### config.mk
export PLATFORM = sky130hd
export DESIGN_NAME = vga_layer_mixer
export DESIGN_NICKNAME = d
export VERILOG_FILES = /design/src/rtl/vga_layer_mixer.sv
export SDC_FILE = /design/constraint.sdc
export NUM_CORES = 1
export LEC_CHECK = 0
export ABC_CLOCK_PERIOD_IN_PS = 1800
export CORE_UTILIZATION = 33
export CTS_BUF_LIST = sky130_fd_sc_hd__clkbuf_4 sky130_fd_sc_hd__clkbuf_8
export CTS_CLUSTER_DIAMETER = 30
export DETAILED_ROUTE_END_ITERATION = 7
export MAX_ROUTING_LAYER = met4
export PLACE_DENSITY_LB_ADDON = 0.2
export SLEW_MARGIN = 10
export SYNTH_ARGS = -nofsm -noshare
export SYNTH_HDL_FRONTEND = slang
export SYNTH_SLANG_ARGS = --single-unit
### constraint.sdc
create_clock -name vga_clk -period 1.8 [get_ports vga_clk]
set_input_delay 0.27 -clock vga_clk [delete_from_list [all_inputs] [get_ports vga_clk]]
set_output_delay 0.27 -clock vga_clk [all_outputs]
set_load 0.01 [all_outputs]
### src/rtl/vga_layer_mixer.sv
// Priority layer compositor with frame-synchronous win effects.
// Define VGA_MIXER_BORDER_EN to add hsp/vsp ports and a white playfield border.
module vga_layer_mixer #(
  parameter int NUM_LAYERS   = 4,
  parameter int COLOR_W      = 4,
  parameter int FLASH_FRAMES = 120,
  parameter int BLINK_FRAMES = 15
) (
  input  logic                           vga_clk,
  input  logic                           rst,
  input  logic                           hs_in,
  input  logic                           vs_in,
  input  logic                           disparea,
  input  logic [NUM_LAYERS-1:0]          layer_hit,
  input  logic [NUM_LAYERS*3*COLOR_W-1:0] layer_rgb,
  input  logic [3*COLOR_W-1:0]           bg_rgb,
`ifdef VGA_MIXER_BORDER_EN
  input  logic [9:0]                     hsp,
  input  logic [9:0]                     vsp,
`endif
  input  logic                           win_in,
  input  logic                           clear,
  output logic [COLOR_W-1:0]             vga_r,
  output logic [COLOR_W-1:0]             vga_g,
  output logic [COLOR_W-1:0]             vga_b,
  output logic                           hs_out,
  output logic                           vs_out,
  output logic                           frame_tick,
  output logic                           overlap,
  output logic [1:0]                     mode
);

  localparam int PW = 3 * COLOR_W;
  localparam logic [7:0] FLASH_LAST = 8'(FLASH_FRAMES - 1);
  localparam logic [7:0] BLINK_LAST = 8'(BLINK_FRAMES - 1);

  typedef enum logic [1:0] {
    NORMAL = 2'd0,
    FLASH  = 2'd1,
    HOLD   = 2'd2
  } state_t;

  state_t state, state_n;
  logic [7:0] frame_cnt, frame_n;
  logic [7:0] blink_cnt, blink_n;
  logic       phase, phase_n;

  logic                            hs1, vs1, de1;
  logic [NUM_LAYERS-1:0]           hit1;
  logic [NUM_LAYERS*PW-1:0]        rgb1;
  logic [PW-1:0]                   bg1;
  logic                            vs_prev, armed;
  logic                            win_q, pend_win, pend_clr;
  logic                            vs_fall;

`ifdef VGA_MIXER_BORDER_EN
  logic [9:0] hsp1, vsp1;
  logic       border1;
  assign border1 = (hsp1 < 10'd4) || (hsp1 > 10'd635) ||
                   (vsp1 < 10'd4) || (vsp1 > 10'd475);
`endif

  // Stage 1: capture every per-pixel input together.
  always_ff @(posedge vga_clk or negedge rst) begin
    if (!rst) begin
      hs1  <= 1'b1;
      vs1  <= 1'b1;
      de1  <= 1'b0;
      hit1 <= '0;
      rgb1 <= '0;
      bg1  <= '0;
`ifdef VGA_MIXER_BORDER_EN
      hsp1 <= '0;
      vsp1 <= '0;
`endif
    end else begin
      hs1  <= hs_in;
      vs1  <= vs_in;
      de1  <= disparea;
      hit1 <= layer_hit;
      rgb1 <= layer_rgb;
      bg1  <= bg_rgb;
`ifdef VGA_MIXER_BORDER_EN
      hsp1 <= hsp;
      vsp1 <= vsp;
`endif
    end
  end

  // vs_prev only tracks real samples, so the reset value of vs1 never forms an edge.
  assign vs_fall = vs_prev & ~vs1;

  always_ff @(posedge vga_clk or negedge rst) begin
    if (!rst) begin
      armed      <= 1'b0;
      vs_prev    <= 1'b0;
      frame_tick <= 1'b0;
      win_q      <= 1'b0;
      pend_win   <= 1'b0;
      pend_clr   <= 1'b0;
    end else begin
      armed      <= 1'b1;
      vs_prev    <= armed ? vs1 : 1'b0;
      frame_tick <= vs_fall;
      win_q      <= win_in;
      pend_win   <= (win_in & ~win_q) | (pend_win & ~frame_tick);
      pend_clr   <= clear | (pend_clr & ~frame_tick);
    end
  end

  always_ff @(posedge vga_clk or negedge rst) begin
    if (!rst) begin
      state     <= NORMAL;
      frame_cnt <= '0;
      blink_cnt <= '0;
      phase     <= 1'b0;
    end else begin
      state     <= state_n;
      frame_cnt <= frame_n;
      blink_cnt <= blink_n;
      phase     <= phase_n;
    end
  end

  always_comb begin
    state_n = state;
    frame_n = frame_cnt;
    blink_n = blink_cnt;
    phase_n = phase;
    if (frame_tick) begin
      unique case (state)
        NORMAL: begin
          if (pend_win && !pend_clr) begin
            state_n = FLASH;
            frame_n = '0;
            blink_n = '0;
            phase_n = 1'b0;
          end
        end
        FLASH: begin
          if (pend_clr) begin
            state_n = NORMAL;
          end else begin
            if (frame_cnt == FLASH_LAST) state_n = HOLD;
            else frame_n = frame_cnt + 8'd1;
            if (blink_cnt == BLINK_LAST) begin
              blink_n = '0;
              phase_n = ~phase;
            end else begin
              blink_n = blink_cnt + 8'd1;
            end
          end
        end
        HOLD: begin
          if (pend_clr) state_n = NORMAL;
        end
        default: state_n = NORMAL;
      endcase
    end
  end

  // Stage 2: priority select (lowest index wins), then the mode effect.
  logic [PW-1:0] sel, dim, pix;
  logic          is_bg;

  always_comb begin
    sel   = bg1;
    is_bg = 1'b1;
`ifdef VGA_MIXER_BORDER_EN
    if (border1) begin
      sel   = '1;
      is_bg = 1'b0;
    end
`endif
    for (int i = NUM_LAYERS - 1; i >= 0; i--) begin
      if (hit1[i]) begin
        sel   = rgb1[i*PW +: PW];
        is_bg = 1'b0;
      end
    end
    dim = '0;
    for (int c = 0; c < 3; c++) begin
      dim[c*COLOR_W +: COLOR_W] = sel[c*COLOR_W +: COLOR_W] >> 1;
    end
    pix = sel;
    if (!de1) pix = '0;
    else if (state == FLASH && phase) pix = ~sel;
    else if (state == HOLD && is_bg) pix = dim;
  end

  always_ff @(posedge vga_clk or negedge rst) begin
    if (!rst) begin
      vga_r   <= '0;
      vga_g   <= '0;
      vga_b   <= '0;
      hs_out  <= 1'b1;
      vs_out  <= 1'b1;
      overlap <= 1'b0;
    end else begin
      vga_r   <= pix[2*COLOR_W +: COLOR_W];
      vga_g   <= pix[COLOR_W +: COLOR_W];
      vga_b   <= pix[0 +: COLOR_W];
      hs_out  <= hs1;
      vs_out  <= vs1;
      overlap <= de1 & (|(hit1 & (hit1 - NUM_LAYERS'(1))));
    end
  end

  assign mode = state;

endmodule

## Word level (Yosys, flattened, before mapping)

Cells that the tools add are included.

| cells by class | value |
|---|---|
| equal/unequal tests | 10 |
| $add $sub $neg | 3 |
| reductions and logical operators | 11 |
| bitwise operators | 13 |
| mux-type cells | 28 |

Operators with widths:

| operator | number |
|---|---|
| two-way mux 12 bit | 7 |
| two-way mux 8 bit | 5 |
| case mux 8 bit (2 select lines) | 2 |
| adder 8 x 1 -> 8 bit (second input constant) | 2 |
| inverter 12 bit | 1 |
| != test 2 bit (second input constant) | 5 |
| AND reduction 5 bit | 2 |
| == test 8 x 4 -> 1 bit (second input constant) | 1 |
| == test 8 x 7 -> 1 bit (second input constant) | 1 |
| two-way mux 1 bit | 8 |
| two-way mux 2 bit | 4 |
| AND reduction 4 bit | 2 |
| case mux 2 bit (3 select lines) | 1 |
| bitwise AND 1 bit | 5 |
| bitwise AND 4 bit | 1 |
| inverter 1 bit | 4 |
| OR reduction 4 bit | 1 |
| subtractor 4 x 1 -> 4 bit (second input constant) | 1 |
| logical AND 1 bit | 3 |
| != test 3 bit (second input constant) | 1 |
| == test 2 x 1 -> 1 bit (second input constant) | 1 |
| == test 2 bit (second input constant) | 1 |
| zero test 2 bit | 1 |
| bitwise OR 1 bit | 2 |
| 3 further kinds | 3 |

| storage, ports and cells | value |
|---|---|
| flip-flop bits (word level) | 107 |
| output and inout bits | 18 |
| word-level logic and storage cells | 87 |
| input bits | 71 |

## Logic depth before layout (Yosys ltp)

Gate-level depths: netlist of run 1.

| logic depth | value |
|---|---|
| word-level depth | 8 |
| depth in mapped cells | 7 |
| depth with buffers taken out | 6 |

## Least setup slack after synthesis of run 1

OpenSTA, ideal clock, no wires.

| timing path | value |
|---|---|
| kind | register to register |
| start point | reg blink_cnt[0] |
| end point | reg phase |
| slack | -0.227 ns |
| period minus slack after synthesis | 2.027 ns |
| path buffers | 1 |
| arrival time | 1.900 ns |
| library setup time | 0.128 ns |
| required time | 1.672 ns |
| cell stages (with the launch flop) | 8 |
| cell sequence | dfrtp_1 > inv_1 > ha_1 > or4b_1 > o31ai_1 > nor2b_1 > buf_2 > mux2_1 |

| between the ends | value |
|---|---|
| cells in the longest elaborated chain, start to end | 3 |

RTL lines:

| item | line | source |
|---|---|---|
| from (decl) | 45 | `logic [7:0] blink_cnt, blink_n;` |
| from (signal assigned) | 120 | `blink_cnt <= blink_n;` |
| == test 8 x 4 -> 1 bit | 146 | `if (blink_cnt == BLINK_LAST) begin` |
| != test 2 bit (no source line) | n/a |  |
| AND reduction 5 bit (no source line) | n/a |  |
| to (signal assigned) | 121 | `phase <= phase_n;` |
| to (decl) | 46 | `logic phase, phase_n;` |

No other way between the ends.
A chain may end at the register's enable or synchronous reset.

## Worst setup path in the final report of run 1

Same ends and word-level chain as after synthesis.

==> impl_metrics.prom, run 1 <==
# TYPE chip_impl_metric gauge
chip_impl_metric{name="count_of_distinct_cell_types_in_the_synthesized_netlist",unit=""} 56
chip_impl_metric{name="antenna_left",unit=""} 0
chip_impl_metric{name="detailroute.via_count",unit=""} 3183
chip_impl_info{name="critical_path.startpoint_type",value="flop"} 1
chip_impl_metric{name="clock-skew-final",unit="ns"} 0.0153
chip_impl_metric{name="floorplan.die_area",unit="µm²"} 13300
chip_impl_metric{name="initial_core_util",unit="%"} 33.7
chip_impl_metric{name="clkLatencyLatePin",unit="ns"} 0.39
chip_impl_metric{name="die_x",unit="µm"} 115
chip_impl_info{name="violations",value="negative setup slack"} 1
chip_impl_info{name="cells_along_the_critical_path",value="inv_1 > ha_1 > or4b_4 > o31ai_4 > nor2b_4 > mux2_4"} 1
chip_impl_metric{name="seqCellArea",unit="µm²"} 2690
chip_impl_metric{name="syn-instance-count",unit=""} 354
chip_impl_info{name="ys_dominant_reg_cell",value="dfrtp_1"} 1
chip_impl_metric{name="drc_errors",unit=""} 0
chip_impl_metric{name="drt-pass1-iter-count",unit=""} 4
chip_impl_metric{name="register_clock_pin_slew_on_the_reported_worst_setup_and_hold_paths",unit="ns"} 0.11
chip_impl_metric{name="setup_viol",unit=""} 3
chip_impl_metric{name="cts_max_level",unit=""} 3
chip_impl_metric{name="finalWeightedCongestion",unit=""} 0.807
chip_impl_info{name="top_count_cell_post_synth",value="dfrtp_1"} 1
chip_impl_metric{name="grt_remaining_overflow",unit=""} 0
chip_impl_metric{name="numCtsBuffers",unit=""} 9
chip_impl_metric{name="hpwlAfterDp",unit="mm"} 7.38
chip_impl_metric{name="synth_enable_flop_cells",unit=""} 0
chip_impl_metric{name="core-area",unit="µm²"} 12600
chip_impl_info{name="tritoncts",value="built"} 1
chip_impl_metric{name="footprint_of_the_multi_input_gates",unit="µm²"} 1550
chip_impl_metric{name="worst_ir_drop_vdd",unit="mV"} 0.411
chip_impl_metric{name="synthesized_net_count",unit=""} 428
chip_impl_metric{name="clk_path_buf_depth",unit=""} 2
chip_impl_metric{name="critical_path_required",unit="ns"} 2.09
chip_impl_info{name="critical_path_class",value="reg -> reg"} 1
chip_impl_metric{name="port_buffers",unit=""} 88
chip_impl_info{name="status",value="finished, violations left"} 1
chip_impl_metric{name="fp-row-count",unit=""} 41
chip_impl_metric{name="cts_num_sinks",unit=""} 107
chip_impl_metric{name="final_design_area_no_fill",unit="µm²"} 5970
chip_impl_info{name="critPathSlowestCell",value="or4b_4"} 1
chip_impl_metric{name="detail_route.wirelength",unit="mm"} 10.2
chip_impl_metric{name="wire_length_of_the_first_global_routing_pass",unit="mm"} 16.3
chip_impl_metric{name="hold_slack",unit="ns"} 0.286
chip_impl_info{name="unrepaired_setup_endpoints_after_global_routing",value="true"} 1
chip_impl_metric{name="synth.yosys.warnings",unit=""} 0
chip_impl_info{name="cts-root-buf",value="clkbuf_8"} 1
chip_impl_metric{name="proportion_of_layout_cells_with_a_drive_suffix_above_1",unit="%"} 20.3
chip_impl_metric{name="critical_path.max_fanout",unit=""} 2
chip_impl_metric{name="grtUsageTotal",unit="%"} 17.1
chip_impl_metric{name="drv_slew",unit=""} 0
chip_impl_metric{name="fin_nets",unit=""} 562
chip_impl_metric{name="synth-seq-cells",unit=""} 107
chip_impl_metric{name="layout_min_cycle_time",unit="ns"} 1.84
chip_impl_metric{name="crit_arrival",unit="ns"} 2.13
chip_impl_metric{name="pin_count",unit=""} 89
chip_impl_metric{name="synth_sequential_area_ratio",unit="%"} 63.3
chip_impl_metric{name="synth_top_cell_area_share",unit="%"} 60.8
chip_impl_metric{name="diode_insertion_count_for_antenna_repair",unit=""} 0
chip_impl_metric{name="finalCritPeriodShare",unit="%"} 102
chip_impl_metric{name="grt_start_max_net_pins",unit=""} 55
chip_impl_metric{name="cpPeakStageDelay",unit="ns"} 0.47
chip_impl_info{name="hold_path.class",value="in -> reg"} 1
chip_impl_metric{name="fmaxAchievable",unit="GHz"} 0.543
chip_impl_metric{name="hold_violations",unit=""} 0
chip_impl_metric{name="dpl.cell_count",unit=""} 642
chip_impl_metric{name="max-cap-violations",unit=""} 0
chip_impl_metric{name="via_per_inst",unit=""} 4.79
chip_impl_info{name="cp-end-kind",value="flop"} 1
chip_impl_metric{name="dpl_cell_area",unit="µm²"} 5630
chip_impl_metric{name="grt_antenna_before_repair",unit=""} 0
chip_impl_metric{name="final-instance-count-excl-fill",unit=""} 665
chip_impl_metric{name="worst_setup_margin",unit="ns"} -0.0430
chip_impl_metric{name="die_h",unit="µm"} 115
chip_impl_info{name="synth_area_leaders",value="dfrtp_1 61%, dfstp_2 2.5%, mux2i_1 2.4%"} 1
chip_impl_metric{name="power.static_leakage",unit="nW"} 2.54
chip_impl_metric{name="num-fill-cells",unit=""} 1155
chip_impl_metric{name="synth.avg_cell_area",unit="µm²"} 12.0
chip_impl_info{name="synthDominantAreaCellType",value="dfrtp_1"} 1
chip_impl_metric{name="initialDrtViolationCount",unit=""} 85
chip_impl_info{name="synthTopCellsByCount",value="103 x dfrtp_1, 21 x nand2_1, 18 x a21oi_1, 18 x nor2_1, 12 x nor2b_1"} 1
chip_impl_metric{name="netlist_area",unit="µm²"} 4240
chip_impl_metric{name="vias_in_the_first_global_route",unit=""} 3299
chip_impl_metric{name="route.detailed.wl_per_inst",unit="µm"} 15.3
chip_impl_metric{name="synth-async-reset-ratio",unit="%"} 100
chip_impl_metric{name="area_growth",unit="%"} 40.9
chip_impl_metric{name="p_per_area",unit="nW/µm²"} 760
where the power goes:
part / internal (W) / total [W] / switching (W)
Combinational: 0.000333 / 0.000588 / 0.000255
Sequential: 0.00252 / 0.00257 / 0.0000522
Clock: 0.000523 / 0.00138 / 0.000858
Total: 0.00337 / 0.00454 / 0.00117
logic make-up (layout without fill, tap and decap cells):
family,count (synthesis),after routing,synth area share [%]
simple gates,114,114,14.9
flops,107,107,63.3
compound gates,82,82,13.3
buf+inv,26,165,2.72
mux,13,13,3.16
xor+xnor,8,8,1.65
fa+ha+maj,3,3,0.886
other cells,1,1,0.0885
flip-flops by register name, summed over array words and instances (netlist names), 2 cells and up:
name,cells
hit1,4
rgb1,48
vga_g,4
blink_cnt,8
mode,2
bg1,12
frame_cnt,8
vga_b,4
vga_r,4
worst max-delay path, delay by kind of cell, from the launching register on:
kind | cells | cell delay (ns)
flops | 1 | 0.39
fa+ha+maj | 1 | 0.13
compound gates | 1 | 0.20
simple gates | 2 | 0.66
mux | 1 | 0.30
buf+inv | 1 | 0.06
path summary, 6_finish.rpt:
| check | from | to | slack (ns) | cells after the start |
|---|---|---|---|---|
| setup / recovery | blink_cnt[0] | phase | -0.04 | 6 |
| hold / removal | hs_in | hs1 | 0.29 | 1 |
| setup reg to reg | blink_cnt[0] | phase | -0.04 | 6 |
| hold reg to reg | hs1 | hs_out | 0.36 | 0 |
| max in group asynchronous | rst | hs1 | 1.09 | 3 |
| min in group asynchronous | rst | frame_cnt[3] | 0.41 | 3 |
layout by cell type, fill, tap and decap left out, drive strengths merged, types with 4 or more instances in the layout:
cell             n
nor4             7
a211oi           6
o21ai           10
clkdlybuf4s50   86
nor3            11
a21o             5
dfrtp          103
nand4            4
a21oi           18
nor2            18
and2             5
clkbuf           9
dfstp            4
nor3b            5
mux2i           10
or3              4
buf             51
inv             13
o22ai            4
o211ai           7
xnor2            8
nand2           21
nand3            5
nor2b           12
nand2b           7
a211o            4
o31ai           10
per-stage QoR:
step	utilization [%]	power [W]	TNS (ns)	setup WS, ns
5_1_grt	47.5	0.00475	-0.616	-0.109
2_1_floorplan	-	0.00280	-0.381	-0.183
6_report	47.5	0.00454	-0.0864	-0.0430
3_3_place_gp	44.8	0.00318	-0.419	-0.155
4_1_cts	46.8	0.00460	-0.0826	-0.0826
3_5_place_dp	44.8	0.00319	-0.509	-0.168
routing by layer:
layer	vias to the layer above	track usage, %	wire [µm]
met4	0	6.67	161
met2	69	27.1	4960
li1	1539	-	-
met3	11	3.85	427
met1	1564	21.2	4620
met5	-	-	0
area by class of cell:
cell class / count / share of cell area (%)
clock buffers: 9 / 2.07
multi-input cells: 221 / 25.9
inverters: 10 / 0.629
repair buffers: 139 / 21.8
well taps: 172 / 3.60
flip-flops and latches: 107 / 45.0
clock inverters: 7 / 0.943
repair_timing:
action | CTS | global route
pin swaps | 4 | 4
setup endpoints to repair | 14 | 22
hold buffers | 1 | 0
cloned | 0 | 0
gates resized for setup | 14 | 17
setup buffers | 3 | 3
endpoints found under the hold margin | 103 | 0
(Power assumes the default switching activity.)
==> inputs of run 2 (changes only) <==
Settings changed: CAP_MARGIN set to 20, CORE_MARGIN set to 1.5.
==> run 2 against run 1 <==
Effect of this change:
- the run still ends with negative setup slack left
- fmax increased by 0.61%
- clock skew rose by 0.0011 ns
- wire length rose by 1.4%
- combinational power increased by 1%
- largest power group unchanged
- first-iteration DRC count grew 82%
- global-route usage about the same
- critical path depth did not move
- highest routed layer unchanged
==> impl_metrics.prom, run 2 (synthesis gave the netlist of run 1 again) <==
# TYPE chip_impl_metric gauge
chip_impl_metric{name="fmaxAchievable",unit="GHz"} 0.546
chip_impl_metric{name="cpPeakStageDelay",unit="ns"} 0.46
chip_impl_info{name="unrepaired_setup_endpoints_after_global_routing",value="true"} 1
chip_impl_info{name="min_from",value="vs_in"} 1
chip_impl_metric{name="grt_remaining_overflow",unit=""} 0
chip_impl_info{name="status",value="finished, violations left"} 1
chip_impl_metric{name="fp-row-count",unit=""} 41
chip_impl_metric{name="critical_path_buf_inv_count",unit=""} 1
chip_impl_metric{name="grt_antenna_before_repair",unit=""} 0
chip_impl_info{name="violations",value="negative setup slack"} 1
chip_impl_metric{name="pin_count",unit=""} 89
chip_impl_metric{name="grt_start_max_net_pins",unit=""} 37
chip_impl_metric{name="postLayoutCoreUtil",unit="%"} 47.7
chip_impl_info{name="regMostFlops",value="rgb1"} 1
chip_impl_info{name="hold_path.class",value="in -> reg"} 1
chip_impl_metric{name="initialDrtViolationCount",unit=""} 155
chip_impl_metric{name="fin_nets",unit=""} 561
chip_impl_info{name="critPathSlowestCell",value="or4b_4"} 1
chip_impl_info{name="layout_top_registers",value="rgb1: 48 flops, bg1: 12 flops"} 1
chip_impl_metric{name="cts_num_sinks",unit=""} 107
chip_impl_metric{name="place_ws",unit="ns"} -0.164
chip_impl_metric{name="p_per_area",unit="nW/µm²"} 759
chip_impl_metric{name="clock-skew-final",unit="ns"} 0.0164
chip_impl_metric{name="dpl.cell_count",unit=""} 639
chip_impl_info{name="cells_along_the_critical_path",value="inv_2 > ha_4 > or4b_4 > o31ai_4 > nor2b_4 > mux2_4"} 1
chip_impl_metric{name="grtUsageTotal",unit="%"} 17.1
chip_impl_metric{name="ff2ff_path_depth",unit=""} 6
chip_impl_metric{name="drc_errors",unit=""} 0
chip_impl_info{name="tritoncts",value="built"} 1
chip_impl_metric{name="proportion_of_layout_cells_with_a_drive_suffix_above_1",unit="%"} 20.9
chip_impl_metric{name="route.detailed.wl_per_inst",unit="µm"} 15.5
chip_impl_metric{name="clkLatencyLatePin",unit="ns"} 0.39
chip_impl_metric{name="drv_slew",unit=""} 0
chip_impl_info{name="cts-root-buf",value="clkbuf_8"} 1
chip_impl_metric{name="floorplan.die_area",unit="µm²"} 13500
chip_impl_metric{name="wire_length_of_the_first_global_routing_pass",unit="mm"} 16.6
chip_impl_metric{name="max-cap-violations",unit=""} 0
chip_impl_metric{name="final.setup.tns",unit="ns"} -0.0319
chip_impl_info{name="setup.worst_path.start",value="blink_cnt[0]"} 1
chip_impl_metric{name="layout_min_cycle_time",unit="ns"} 1.83
chip_impl_info{name="path_delay_family",value="simple AND/OR/NAND/NOR gates"} 1
chip_impl_metric{name="hold_depth",unit=""} 1
chip_impl_metric{name="drt-pass1-iter-count",unit=""} 4
chip_impl_info{name="worstReg2RegEnd",value="phase"} 1
chip_impl_metric{name="regToRegSetupSlack",unit="ns"} -0.03
chip_impl_metric{name="diode_insertion_count_for_antenna_repair",unit=""} 0
chip_impl_metric{name="critical_path_required",unit="ns"} 2.09
chip_impl_metric{name="detailroute.via_count",unit=""} 3252
chip_impl_info{name="cp-end-kind",value="flop"} 1
chip_impl_metric{name="numCtsBuffers",unit=""} 9
chip_impl_metric{name="finalWeightedCongestion",unit=""} 0.784
chip_impl_metric{name="setup_viol",unit=""} 1
chip_impl_metric{name="cts_max_level",unit=""} 3
chip_impl_info{name="hold-path-endpoint",value="vs1"} 1
chip_impl_info{name="critical_path.startpoint_type",value="flop"} 1
chip_impl_metric{name="antenna_left",unit=""} 0
chip_impl_info{name="critical_path_class",value="reg -> reg"} 1
chip_impl_metric{name="detail_route.wirelength",unit="mm"} 10.3
chip_impl_metric{name="die_x",unit="µm"} 116
chip_impl_metric{name="register_clock_pin_slew_on_the_reported_worst_setup_and_hold_paths",unit="ns"} 0.11
chip_impl_metric{name="clk_path_buf_depth",unit=""} 2
chip_impl_metric{name="finalCritPeriodShare",unit="%"} 102
chip_impl_metric{name="power.static_leakage",unit="nW"} 2.54
chip_impl_metric{name="port_buffers",unit=""} 88
chip_impl_metric{name="worst_ir_drop_vdd",unit="mV"} 0.441
chip_impl_info{name="layout_commonest_cell",value="dfrtp_1"} 1
chip_impl_metric{name="vias_in_the_first_global_route",unit=""} 3344
chip_impl_metric{name="critical_path.max_fanout",unit=""} 2
chip_impl_metric{name="crit_arrival",unit="ns"} 2.12
chip_impl_metric{name="initial_core_util",unit="%"} 33.7
chip_impl_metric{name="num-fill-cells",unit=""} 1154
chip_impl_metric{name="final-instance-count-excl-fill",unit=""} 664
chip_impl_metric{name="worst_setup_margin",unit="ns"} -0.0319
chip_impl_metric{name="via_per_inst",unit=""} 4.90
chip_impl_metric{name="core-area",unit="µm²"} 12600
chip_impl_metric{name="area_growth",unit="%"} 41.6
chip_impl_metric{name="flip_flop_count_of_the_largest_register_all_copies_and_words_added",unit=""} 48
chip_impl_metric{name="hold_violations",unit=""} 0
chip_impl_info{name="final_cell_mix",value="98 x dfrtp_1, 86 x clkdlybuf4s50_1, 44 x buf_4"} 1
chip_impl_metric{name="hpwlAfterDp",unit="mm"} 7.52
chip_impl_info{name="crit-reg2reg-launch",value="blink_cnt[0]"} 1
chip_impl_metric{name="footprint_of_the_multi_input_gates",unit="µm²"} 1590
chip_impl_metric{name="seqCellArea",unit="µm²"} 2690
chip_impl_metric{name="die_h",unit="µm"} 116
==> run 2: area by class of cell <==
class / count / area share (%)
Multi-Input combinational cell: 222 / 26.4
Tap cell: 172 / 3.59
Timing Repair Buffer: 137 / 21.5
Clock buffer: 10 / 2.29
Sequential cell: 107 / 44.8
Clock inverter: 6 / 0.813
Inverter: 10 / 0.626
==> run 2: worst register-to-register path, stage by stage (launching register included) <==
cell,delay (ns)
dfrtp_1,0.40
inv_2,0.07
ha_4,0.10
or4b_4,0.46
o31ai_4,0.20
nor2b_4,0.20
mux2_4,0.30
==> run 2: stage by stage <==
| step | total power, W | hold slack (ns) | cell area (µm²) |
|---|---|---|---|
| after floorplan | 0.00280 | -0.0256 | 4260 |
| after global placement | 0.00318 | 0.230 | 5610 |
| after detailed placement | 0.00319 | 0.228 | 5610 |
| after CTS | 0.00461 | 0.260 | 5870 |
| after global routing | 0.00480 | 0.263 | 6000 |
| final | 0.00456 | 0.283 | 6000 |
==> run 2: worst max path at each step <==
stage / to / cells past startpoint
final: phase / 6
after global routing: phase / 6
after CTS: phase / 6
after detailed placement: vga_g[1] / 5
after global placement: phase / 6
after floorplan: phase / 7
==> run 2: metal layers <==
metal | global-route usage (%) | vias up | part of all wire (%)
met3 | 3.32 | 20 | 4.6
met1 | 22.2 | 1588 | 45
met2 | 25.9 | 98 | 48
li1 | - | 1546 | -
met5 | - | - | 0
met4 | 8.21 | 0 | 2.5
==> run 2: power by group <==
| part | switching, W | internal [W] | total [W] |
|---|---|---|---|
| registers | 0.0000562 | 0.00252 | 0.00258 |
| clock network | 0.000837 | 0.000549 | 0.00139 |
| logic | 0.000261 | 0.000334 | 0.000595 |
==> run 2: what timing repair did <==
action | 4_1_cts | 5_1_grt
buffers inserted | 3 | 5
endpoints found under the hold margin | 22 | 0
gates resized for setup | 12 | 24
gates cloned | 0 | 1
pin swaps | 1 | 5
setup endpoints to repair | 12 | 25
hold buffers | 1 | 0
